--- config.mk ---
export PLATFORM = sky130hd
export DESIGN_NAME = restoring_divider
export DESIGN_NICKNAME = d
export VERILOG_FILES = /design/src/rtl/restoring_divider.sv
export SDC_FILE = /design/constraint.sdc
export NUM_CORES = 1
export LEC_CHECK = 0
export BUFFER_PORTS_ARGS = -buffer_cell sky130_fd_sc_hd__buf_2
export CORE_UTILIZATION = 54
export CTS_CLUSTER_DIAMETER = 200
export DETAILED_ROUTE_END_ITERATION = 12
export PLACE_DENSITY = 0.84
export SYNTH_ARGS = -nofsm -noshare
export SYNTH_HDL_FRONTEND = slang
export SYNTH_SLANG_ARGS = --single-unit
--- constraint.sdc ---
create_clock -name clk -period 3.1 [get_ports clk]
set_clock_uncertainty 0.1 [all_clocks]
set_input_delay 0.775 -clock clk [delete_from_list [all_inputs] [get_ports clk]]
set_output_delay 0.775 -clock clk [all_outputs]
set_load 0.1 [all_outputs]
--- src/rtl/restoring_divider.sv ---
// Multi-cycle unsigned restoring divider: one quotient bit per clock, with the
// trial subtraction built as a carry-in-1 adder (A + ~B + 1).
module restoring_divider #(
    parameter int WIDTH = 4
) (
    input  logic             clk,
    input  logic             rst,
    input  logic             start,
    input  logic [WIDTH-1:0] dividend,
    input  logic [WIDTH-1:0] divisor,
    output logic             busy,
    output logic             done,
    output logic [WIDTH-1:0] quotient,
    output logic [WIDTH-1:0] remainder,
    output logic             div_by_zero
);

    localparam int CW = $clog2(WIDTH + 1);

    typedef enum logic [1:0] {
        S_IDLE = 2'd0,
        S_CALC = 2'd1,
        S_DONE = 2'd2
    } state_t;

    state_t           state_q, state_d;
    logic [WIDTH-1:0] q_q, q_d;
    logic [WIDTH-1:0] d_q, d_d;
    logic [WIDTH-1:0] r_q, r_d;
    logic [CW-1:0]    cnt_q, cnt_d;
    logic [WIDTH-1:0] quot_q, quot_d;
    logic [WIDTH-1:0] rem_q, rem_d;
    logic             dbz_q, dbz_d;

    // The partial remainder always stays below the divisor, so its top bit
    // is never set between steps; only the shifted value needs WIDTH+1 bits.
    logic [WIDTH:0]   r_shift;
    logic [WIDTH:0]   sub_b;
    logic [WIDTH:0]   gen_bit;
    logic [WIDTH:0]   prop_bit;
    logic [WIDTH+1:0] carry;
    logic [WIDTH-1:0] trial;
    logic             no_borrow;

    assign r_shift  = {r_q, q_q[WIDTH-1]};
    assign sub_b    = ~{1'b0, d_q};
    assign carry[0] = 1'b1;

    generate
        for (genvar gi = 0; gi <= WIDTH; gi++) begin : g_carry
            assign gen_bit[gi]   = r_shift[gi] & sub_b[gi];
            assign prop_bit[gi]  = r_shift[gi] ^ sub_b[gi];
            assign carry[gi + 1] = gen_bit[gi] | (prop_bit[gi] & carry[gi]);
        end
        for (genvar gi = 0; gi < WIDTH; gi++) begin : g_sum
            assign trial[gi] = prop_bit[gi] ^ carry[gi];
        end
    endgenerate

    // Carry out of the top bit means R' >= D: keep the difference.
    assign no_borrow = carry[WIDTH+1];

    always_comb begin
        state_d = state_q;
        q_d     = q_q;
        d_d     = d_q;
        r_d     = r_q;
        cnt_d   = cnt_q;
        quot_d  = quot_q;
        rem_d   = rem_q;
        dbz_d   = dbz_q;

        case (state_q)
            S_IDLE: begin
                if (start) begin
                    q_d   = dividend;
                    d_d   = divisor;
                    r_d   = '0;
                    cnt_d = '0;
                    if (divisor == '0) begin
                        state_d = S_DONE;
                        quot_d  = '1;
                        rem_d   = dividend;
                        dbz_d   = 1'b1;
                    end else begin
                        state_d = S_CALC;
                    end
                end
            end

            S_CALC: begin
                r_d   = no_borrow ? trial : r_shift[WIDTH-1:0];
                q_d   = {q_q[WIDTH-2:0], no_borrow};
                cnt_d = cnt_q + CW'(1);
                // Results load on the edge into DONE so they coincide with done.
                if (cnt_q == CW'(WIDTH - 1)) begin
                    state_d = S_DONE;
                    quot_d  = q_d;
                    rem_d   = r_d;
                    dbz_d   = 1'b0;
                end
            end

            S_DONE: begin
                state_d = S_IDLE;
            end

            default: begin
                state_d = S_IDLE;
            end
        endcase
    end

    always_ff @(posedge clk or posedge rst) begin
        if (rst) begin
            state_q <= S_IDLE;
            q_q     <= '0;
            d_q     <= '0;
            r_q     <= '0;
            cnt_q   <= '0;
            quot_q  <= '0;
            rem_q   <= '0;
            dbz_q   <= 1'b0;
        end else begin
            state_q <= state_d;
            q_q     <= q_d;
            d_q     <= d_d;
            r_q     <= r_d;
            cnt_q   <= cnt_d;
            quot_q  <= quot_d;
            rem_q   <= rem_d;
            dbz_q   <= dbz_d;
        end
    end

    assign busy        = (state_q != S_IDLE);
    assign done        = (state_q == S_DONE);
    assign quotient    = quot_q;
    assign remainder   = rem_q;
    assign div_by_zero = dbz_q;

endmodule

# --- Word level (Yosys, flattened, before mapping) ---
# Index checks and enable logic that the tools add are counted.
totals:
  ff_bits: 26
  inputBits: 11
  output_inout_bits: 11
  wordCells: 70
op_classes:
  addsub: 1
  n_eq_ne: 6
  n_mux: 23
  n_bitwise: 24
  n_reduce_logical: 8
op_table:
  columns: ["cell", "n"]
  rows:
  - ["two-way mux 4 bit", 9]
  - ["case mux 4 bit (2 select lines)", 4]
  - ["bitwise AND 1 bit", 9]
  - ["bitwise XOR 1 bit", 8]
  - ["two-way mux 2 bit", 3]
  - ["inequality test 2 bit (second input constant)", 3]
  - ["case mux 3 bit (2 select lines)", 1]
  - ["AND reduction 2 bit", 3]
  - ["NOT 4 -> 5 bit", 1]
  - ["bitwise OR 1 bit", 5]
  - ["zero test 4 bit", 1]
  - ["case mux 2 bit (2 select lines)", 1]
  - ["AND reduction 4 bit", 1]
  - ["nonzero test 2 bit", 2]
  - ["adder 3 x 1 -> 3 bit (second input constant)", 1]
  - ["equality test 3 x 2 -> 1 bit (second input constant)", 1]
  - ["two-way mux 1 bit", 3]
  - ["two-way mux 3 bit", 1]
  - ["equality test 2 x 1 -> 1 bit (second input constant)", 1]
  - ["equality test 2 bit (second input constant)", 1]
  - ["zero test 2 bit", 1]
  - ["case mux 1 bit (2 select lines)", 1]
  - ["NOT 1 bit", 1]

# --- Depth between registers and ports, before layout ---
# Gate-level depths: netlist of the first run.
logic_depth:
  word_depth: 14
  depth_mapped: 9

# --- Worst setup path after synthesis of the first run ---
# OpenSTA, ideal clock, no wires.
synth_timing:
  kind: "reg-to-output"
  from: "reg state_q[0]"
  to: "out done"
  arrival_time_ps: 1762
  slack_ps: 463
  path_stages_with_launch: 2
  n_path_buf: 0
  cell_sequence: "dfrtp_1 nor2b_1"
synth_between:
  elab_chain_cells: 1
synth_rtl:
  columns: ["element", "line", "source"]
  rows:
  - ["start: declaration", "26", "state_t state_q, state_d;"]
  - ["start signal: assignment", "125", "state_q <= state_d;"]
  - ["equality test 2 bit", "137", "assign done = (state_q == S_DONE);"]
  - ["end: declaration", "12", "output logic done,"]
# Every way passes these cells.

# --- Final worst setup path of the first run ---
layout_timing:
  from: "reg q_q[3]"
  to: "reg rem_q[3] (netlist: remainder[3])"
layout_between:
  elab_chain_cells: 13
  elab_cells_between_ends: 15
  cone_classes: "mux: 3; bitwise: 12"
layout_rtl:
  columns: ["element", "line", "source"]
  rows:
  - ["start: declaration", "27", "logic [WIDTH-1:0] q_q, q_d;"]
  - ["start signal: assignment", "126", "q_q <= q_d;"]
  - ["bitwise AND 1 bit or bitwise XOR 1 bit (tied branches)", "51, 52", null]
  - ["bitwise OR 1 bit *", "53", "assign carry[gi + 1] = gen_bit[gi] | (prop_bit[gi] & carry[gi]);"]
  - ["bitwise AND 1 bit *", "53", null]
  - ["bitwise OR 1 bit *", "53", null]
  - ["bitwise AND 1 bit *", "53", null]
  - ["bitwise OR 1 bit *", "53", null]
  - ["bitwise AND 1 bit", "53", null]
  - ["bitwise OR 1 bit", "53", null]
  - ["bitwise AND 1 bit", "53", null]
  - ["bitwise OR 1 bit", "53", null]
  - ["two-way mux 4 bit *", "92", "r_d = no_borrow ? trial : r_shift[WIDTH-1:0];"]
  - ["two-way mux 4 bit *", "96", "if (cnt_q == CW'(WIDTH - 1)) begin"]
  - ["case mux 4 bit (2 select lines) *", "73", "case (state_q)"]
  - ["end signal: assignment", "131", "rem_q <= rem_d;"]
  - ["end: declaration", "32", "logic [WIDTH-1:0] rem_q, rem_d;"]
# Every way passes the cells marked *; elsewhere a longest branch is shown, timed or not. The select of a mux whose other input is x is not followed.
# A chain may end at the register's enable or synchronous reset.

==> results of run 1 <==
-- cells in the mapped netlist --
library cell and instances:
nor2_1 7, a22o_1 1, o211ai_1 3, mux2_2 4, fa_1 3, nor2b_1 2
o21ai_0 8, o31ai_1 3, a21oi_1 7, ha_1 3, o21ai_4 1, and3b_1 1
or3b_1 1, or2_2 2, inv_1 11, clkbuf_1 3, o21bai_1 2, a2bb2oi_1 4
nor4_1 1, nor3b_1 1, mux2i_1 4, or4_1 1, nand2b_1 2, buf_6 1
nand2_1 11, buf_2 2, o31a_1 1, dfrtp_1 26, o22ai_1 3, a211oi_1 1
nand3b_1 1
-- state kept, by name, indices dropped and copies added, names as in the netlist --
name,cells
div_by_zero,1
q_q,4
state_q,2
cnt_q,3
quotient,4
d_q,4
r_q,4
remainder,4
-- final timing paths --
check	end	slack, ns	cells after the start
min	cnt_q[2]$_DFFE_PP0P_	0.41	2
max	remainder[3]$_DFFE_PP0P_	0.63	8
max reg2reg	remainder[3]$_DFFE_PP0P_	0.63	8
min in group asynchronous	remainder[3]$_DFFE_PP0P_	0.54	2
min reg2reg	cnt_q[2]$_DFFE_PP0P_	0.41	2
max in group asynchronous	remainder[2]$_DFFE_PP0P_	1.79	2
-- kinds of logic (layout without fill, tap and decap cells) --
family,Yosys count,count (layout),share of synthesized area
adder cells (fa/ha/maj),6,6,0.0757
multiplexers,8,8,0.0660
buffers and inverters,17,36,0.0573
AND/OR/NAND/NOR,30,30,0.117
AO/OA/AOI/OAI,34,34,0.179
flip-flops,26,26,0.505
-- metal layers --
| metal | part of all wire | wire length, um |
|---|---|---|
| met1 | 0.44 | 1130 |
| met2 | 0.52 | 1340 |
| met5 | 0 | 0 |
| met4 | 0.014 | 35 |
| met3 | 0.032 | 82 |
-- per-stage QoR --
stage / cells / worst slack, ns / hold WS, ns / utilization / cell area (sq um)
floorplan: 121 / 0.463 / 0.350 / - / 1290
global placement: 164 / 0.750 / 0.361 / 0.625 / 1400
detailed placement: 164 / 0.653 / 0.379 / 0.625 / 1400
CTS: 168 / 0.630 / 0.410 / 0.649 / 1450
global route: 168 / 0.502 / 0.449 / 0.649 / 1450
finish: 168 / 0.625 / 0.411 / 0.649 / 1450
-- worst reg2reg max path, cell delays in order (launching register included) --
cell,delay (ns)
dfrtp_1,0.39
inv_1,0.06
ha_1,0.20
fa_1,0.38
fa_1,0.38
inv_1,0.08
fa_1,0.45
a211oi_1,0.22
o22ai_1,0.10
-- area by class of cell --
class,instances,area (sq um)
Clock buffer,3,22.5
Clock inverter,1,30.0
Fill cell,181,785
Inverter,11,41.3
Multi-Input combinational cell,78,564
Sequential cell,26,651
Tap cell,28,35.0
Timing Repair Buffer,21,105
==> summary.txt, run 1 <==
Status
  • Status: finished clean

GRT
  • Initial antenna violation count: 0
  • Grt total ovfl: 0
  • Met2 Usage GRT: 0.396
  • Vias in the first global route: 993
  • Largest net degree at the start of global routing: 27
  • Tot GR Track Use: 0.231
  • Busiest grt layer: met2
  • GR Layer Usage met3: 0.0327
  • First-pass GRT wire length: 4320 um
  • M1 GR Usage: 0.286

Floorplan
  • Number of cell rows: 17
  • Die Wd: 50.9 um
  • Ports: 22
  • Die H: 50.9 um
  • Die area: 2590 sq um
  • Core area: 2230 sq um
  • Initial core utilization: 0.577

Yosys
  • Synth Warn #: 0
  • Syn Nets: around 140
  • Mapped Area: 1290 sq um
  • Cells after Synth: 121
  • Synth Area per Inst: 10.7 sq um
  • Synth top area cells: dfrtp_1 (50%), fa_1 (4.7%), mux2_2 (3.5%)
  • Number of library cell types mapped by synthesis: 31
  • Synth top area share: 0.505
  • Register area share after synthesis: 0.505
  • Seq cells post-synth: 26
  • Area leader, netlist: dfrtp_1

Worst setup path
  • CP Cell Sequence: inv_1, ha_1, fa_1, fa_1, inv_1, fa_1, a211oi_1, o22ai_1
  • CP top delay family: adder cells
  • FF-to-FF Start: q_q[3]$_DFFE_PP0P_
  • Crit Path Category: reg -> reg
  • WP data required: 3.22 ns
  • Crit-path max FO: 3
  • CP Buf/Inv Count: 2
  • Most frequent CP cell: fa_1
  • Critical path arrival: 2.59 ns
  • Max stage delay cell, worst path: fa_1
  • Critical Path Sink Type: flip-flop
  • Crit path largest cell delay: 0.45 ns
  • CP startpoint kind: flip-flop
  • Crit. Startpoint: q_q[3]$_DFFE_PP0P_

Placement
  • DP Wirelength: 1960 um
  • Port Buffer Count: 21
  • GP Congestion: between 0.9 and 1

STA
  • Max-slew violations: 0
  • Setup violations, final: 0
  • Slew @ Worst Pin: ~0.95 ns
  • Worst slew margin: 0.366
  • Setup TNS: 0 ns
  • Final Hold Violating Endpoints: 0
  • Unrepaired setup endpoints after global routing: false
  • Min Clock Period, post-route: 2.47 ns
  • Post-route clock period utilization: 0.798
  • Max Freq: slightly above 400 MHz

Cells and area
  • Antenna Cells: 0
  • Most frequent cells in the layout: dfrtp_1 (26), buf_2 (21), nand2_1 (11), inv_1 (11), o21ai_0 (8)
  • Layout Nets: approximately 160
  • Most common cell after layout, fill and taps aside: dfrtp_1
  • Ratio of cells with drive above 1 in the final layout: 0.229
  • Area grow syn2layout: 12.4%

Run
  • Max-Cap Viols: 0

Detailed routing
  • Remaining antenna violation count: 0
  • Vias per cell: 5.82
  • Routed len/inst: 15.4 um
  • DR vias: between 900 and 1,000
  • DR pass1 iterations: 4
  • DRT Wirelength: 2590 um
  • Starting DRT DRC Count: 20
  • DRC viols: 0

Clocking
  • Post_cts resized: 0
  • CTS clk-pin slew, worst paths: 0.14 ns
  • Worst-Skew Late Latency: around 0.32 ns
  • # clock sinks: 26
  • Post-CTS Setup Bufs: 0
  • CTS tree: built
  • Clock root buffer: clkbuf_4
  • Hold-fix buffers, CTS: 0
  • TritonCTS buffer count: 3
  • Longest Clk Path Bufs: 2
  • H-Tree Depth: 1

Hold path
  • Worst hold path type: reg -> reg
  • Hold Startpoint: cnt_q[2]$_DFFE_PP0P_
Power of run 1 is left out: the tool's default activity adds up to more than one toggle a clock period on the data nets, which glitch-free logic cannot reach.
==> run 2, diff against run 1 <==
- ABC_AREA: not set -> 1
- CORE_UTILIZATION: 54 -> 49
- PLACE_DENSITY: 0.84 -> 0.81
- clock period: 3.1 -> 2.15 ns (I/O delays scaled with it)
==> summary.txt, run 2 <==
Cells and area
  • Layout Nets: 195 (+23%)
  • Antenna Cells: 0 (unchanged)
  • Most frequent cells in the layout: nand2_1 (46), dfrtp_1 (26), buf_2 (21)
  • Ratio of cells with drive above 1 in the final layout: 0.322 (+0.0935)
  • Area grow syn2layout: 22.7%
  • Most common cell after layout, fill and taps aside: nand2_1

Yosys
  • Synth Warn #: 0 (unchanged)
  • Seq cells post-synth: 26 (unchanged)
  • Synth top area cells: dfrtp_1 (50%), nand2_1 (14%), inv_1 (5.8%)
  • Cells after Synth: 150 (+24%)
  • Area leader, netlist: dfrtp_1
  • Top FF cell, synth: dfrtp_1
  • Post-synth top cells: nand2_1 (47), dfrtp_1 (26), inv_1 (20)
  • Syn Nets: 167 (+21%)
  • Register area share after synthesis: 0.503 (-0.00195)
  • Synth Area per Inst: 8.62 sq um (-19%)
  • Count leader, synth: nand2_1
  • Number of synthesized flops with an enable pin: 0 (unchanged)
  • Async set or reset register ratio after synthesis: 1.00 (unchanged)
  • Synth top area share: 0.503 (-0.00195)
  • Number of library cell types mapped by synthesis: 19 (-39%)
  • Mapped Area: 1290 sq um (+0.39%)

Floorplan
  • Ports: 22 (unchanged)
  • Core area: 2480 sq um (+11%)
  • Initial core utilization: 0.522 (-0.0548)
  • Die H: 53.4 um (+5.0%)
  • Number of cell rows: 18 (+1)
  • Die Wd: 53.4 um (+5.0%)
  • Die area: 2850 sq um (+10%)

STA
  • Min Clock Period, post-route: 2.26 ns (-0.217 ns)
  • Max Freq: 443 MHz (+9.6%)
  • Final Hold Violating Endpoints: 0 (unchanged)
  • Setup violations, final: 10 (+10)
  • Final WS setup: -0.107 ns (-0.733 ns)
  • Worst slew margin: 0.678 (+0.312)
  • Post-route clock period utilization: 1.05 (+0.252)
  • Slew @ Worst Pin: 0.487 ns (-0.463 ns)
  • Unrepaired setup endpoints after global routing: true
  • Max-slew violations: 0 (unchanged)
  • Setup TNS: -0.617 ns (-0.617 ns)

Clocking
  • Clock root buffer: clkbuf_4
  • CTS clk-pin slew, worst paths: 0.13 ns (about the same)
  • H-Tree Depth: 1 (unchanged)
  • Worst-Skew Late Latency: 0.32 ns (about the same)
  • Hold-fix buffers, CTS: 0 (unchanged)
  • Longest Clk Path Bufs: 2 (unchanged)
  • TritonCTS buffer count: 3 (unchanged)
  • # clock sinks: 26 (unchanged)
  • CTS tree: built

GRT
  • Vias in the first global route: 1,013 (+2.0%)
  • First-pass GRT wire length: 4600 um (+6.6%)
  • Initial antenna violation count: 0 (unchanged)
  • Largest net degree at the start of global routing: 27 (unchanged)
  • Tot GR Track Use: 0.235 (+0.00458)
  • Grt total ovfl: 0 (unchanged)

Worst setup path
  • Critical path arrival: 2.39 ns (-0.20 ns)
  • FF-to-FF Start: q_q[3]$_DFFE_PP0P_
  • R2R depth: 12 (+4)
  • Crit Path Category: reg -> reg
  • Crit. Startpoint: q_q[3]$_DFFE_PP0P_
  • Crit-path max FO: 2 (-1)
  • CP startpoint kind: flip-flop
  • Critical Path Sink Type: flip-flop
  • WP data required: 2.28 ns (-0.94 ns)

Detailed routing
  • Remaining antenna violation count: 0 (unchanged)
  • Routed len/inst: 14.0 um (-9.0%)
  • Starting DRT DRC Count: 29 (+45%)
  • Vias per cell: 5.08 (-13%)
  • DR vias: 1,052 (+7.7%)
  • DRT Wirelength: 2900 um (+12%)
  • DRC viols: 0 (unchanged)
  • DR pass1 iterations: 4 (unchanged)

Placement
  • DP Wirelength: 1960 um (-0.19%)
  • Port Buffer Count: 21 (unchanged)
  • GP Congestion: 0.885 (-3.2%)
  • Pre-CTS setup slack: -0.112 ns (-0.765 ns)

Status
  • Status: complete, but fails checks
  • Failing checks: negative setup slack

Hold path
  • Worst hold path type: in -> async

Run
  • Max-Cap Viols: 0 (unchanged)
==> run 2: worst max-delay path, stage by stage, from the launching register on <==
cell and delay, ns:
dfrtp_1 0.40, inv_2 0.07, ha_4 0.16, fa_2 0.34, fa_2 0.34, inv_2 0.07, fa_2 0.21, nor2_2 0.06
buf_6 0.12, nand3_4 0.08, nand3_2 0.10, nand2_1 0.08, nand2_1 0.05
==> run 2: what timing repair did <==
item | in CTS | in global routing
endpoints found under the setup margin | 9 | 10
gates cloned | 0 | 0
pin swaps | 4 | 3
resized for setup | 19 | 5
setup buffers | 1 | 0
==> run 2: path summary, 6_finish.rpt <==
check / slack [ns] / to
worst max-delay path: -0.11 / remainder[0]$_DFFE_PP0P_
min in group clk: 0.33 / d_q[1]$_DFFE_PP0P_
worst max register to register: -0.11 / remainder[0]$_DFFE_PP0P_
max in group asynchronous: 1.56 / d_q[2]$_DFFE_PP0P_
worst min-delay path: 0.15 / quotient[0]$_DFFE_PP0P_
worst min register to register: 0.39 / cnt_q[0]$_DFFE_PP0P_
==> run 2: cell families after synthesis <==
family | Yosys count | synth area share
and+or+nand+nor | 74 | 0.252
buffers and inverters | 26 | 0.0928
DFF | 26 | 0.503
AOI/OAI and AO/OA | 18 | 0.0764
adders and majority gates | 6 | 0.0754
==> run 2: through the flow <==
stage | cell area (sq um) | util | cells | hold WS (ns)
finish | 1590 | 0.641 | 207 | 0.147
global route | 1590 | 0.641 | 207 | 0.172
CTS | 1570 | 0.632 | 207 | 0.150
detailed placement | 1450 | 0.584 | 202 | 0.360
global placement | 1450 | 0.584 | 202 | 0.358
floorplan | 1300 | - | 150 | 0.346
==> run 2: routing by layer <==
layer	part of all wire	track usage	vias up	routed length (um)
met2	0.52	0.408	26	1500
li1	-	-	522	-
met3	0.031	0.0517	8	90
met4	0.027	0.0921	0	78
met5	0	0	-	0
met1	0.42	0.277	496	1230
==> run 2: area by class of cell <==
cell class	count	area, sq um
tap	30	37.5
multi-input combinational	98	619
clock buffer	4	36.3
timing repair buffer	27	161
fill	214	890
inverter	22	82.6
sequential	26	651
Power of run 2 is left out for the same reason.
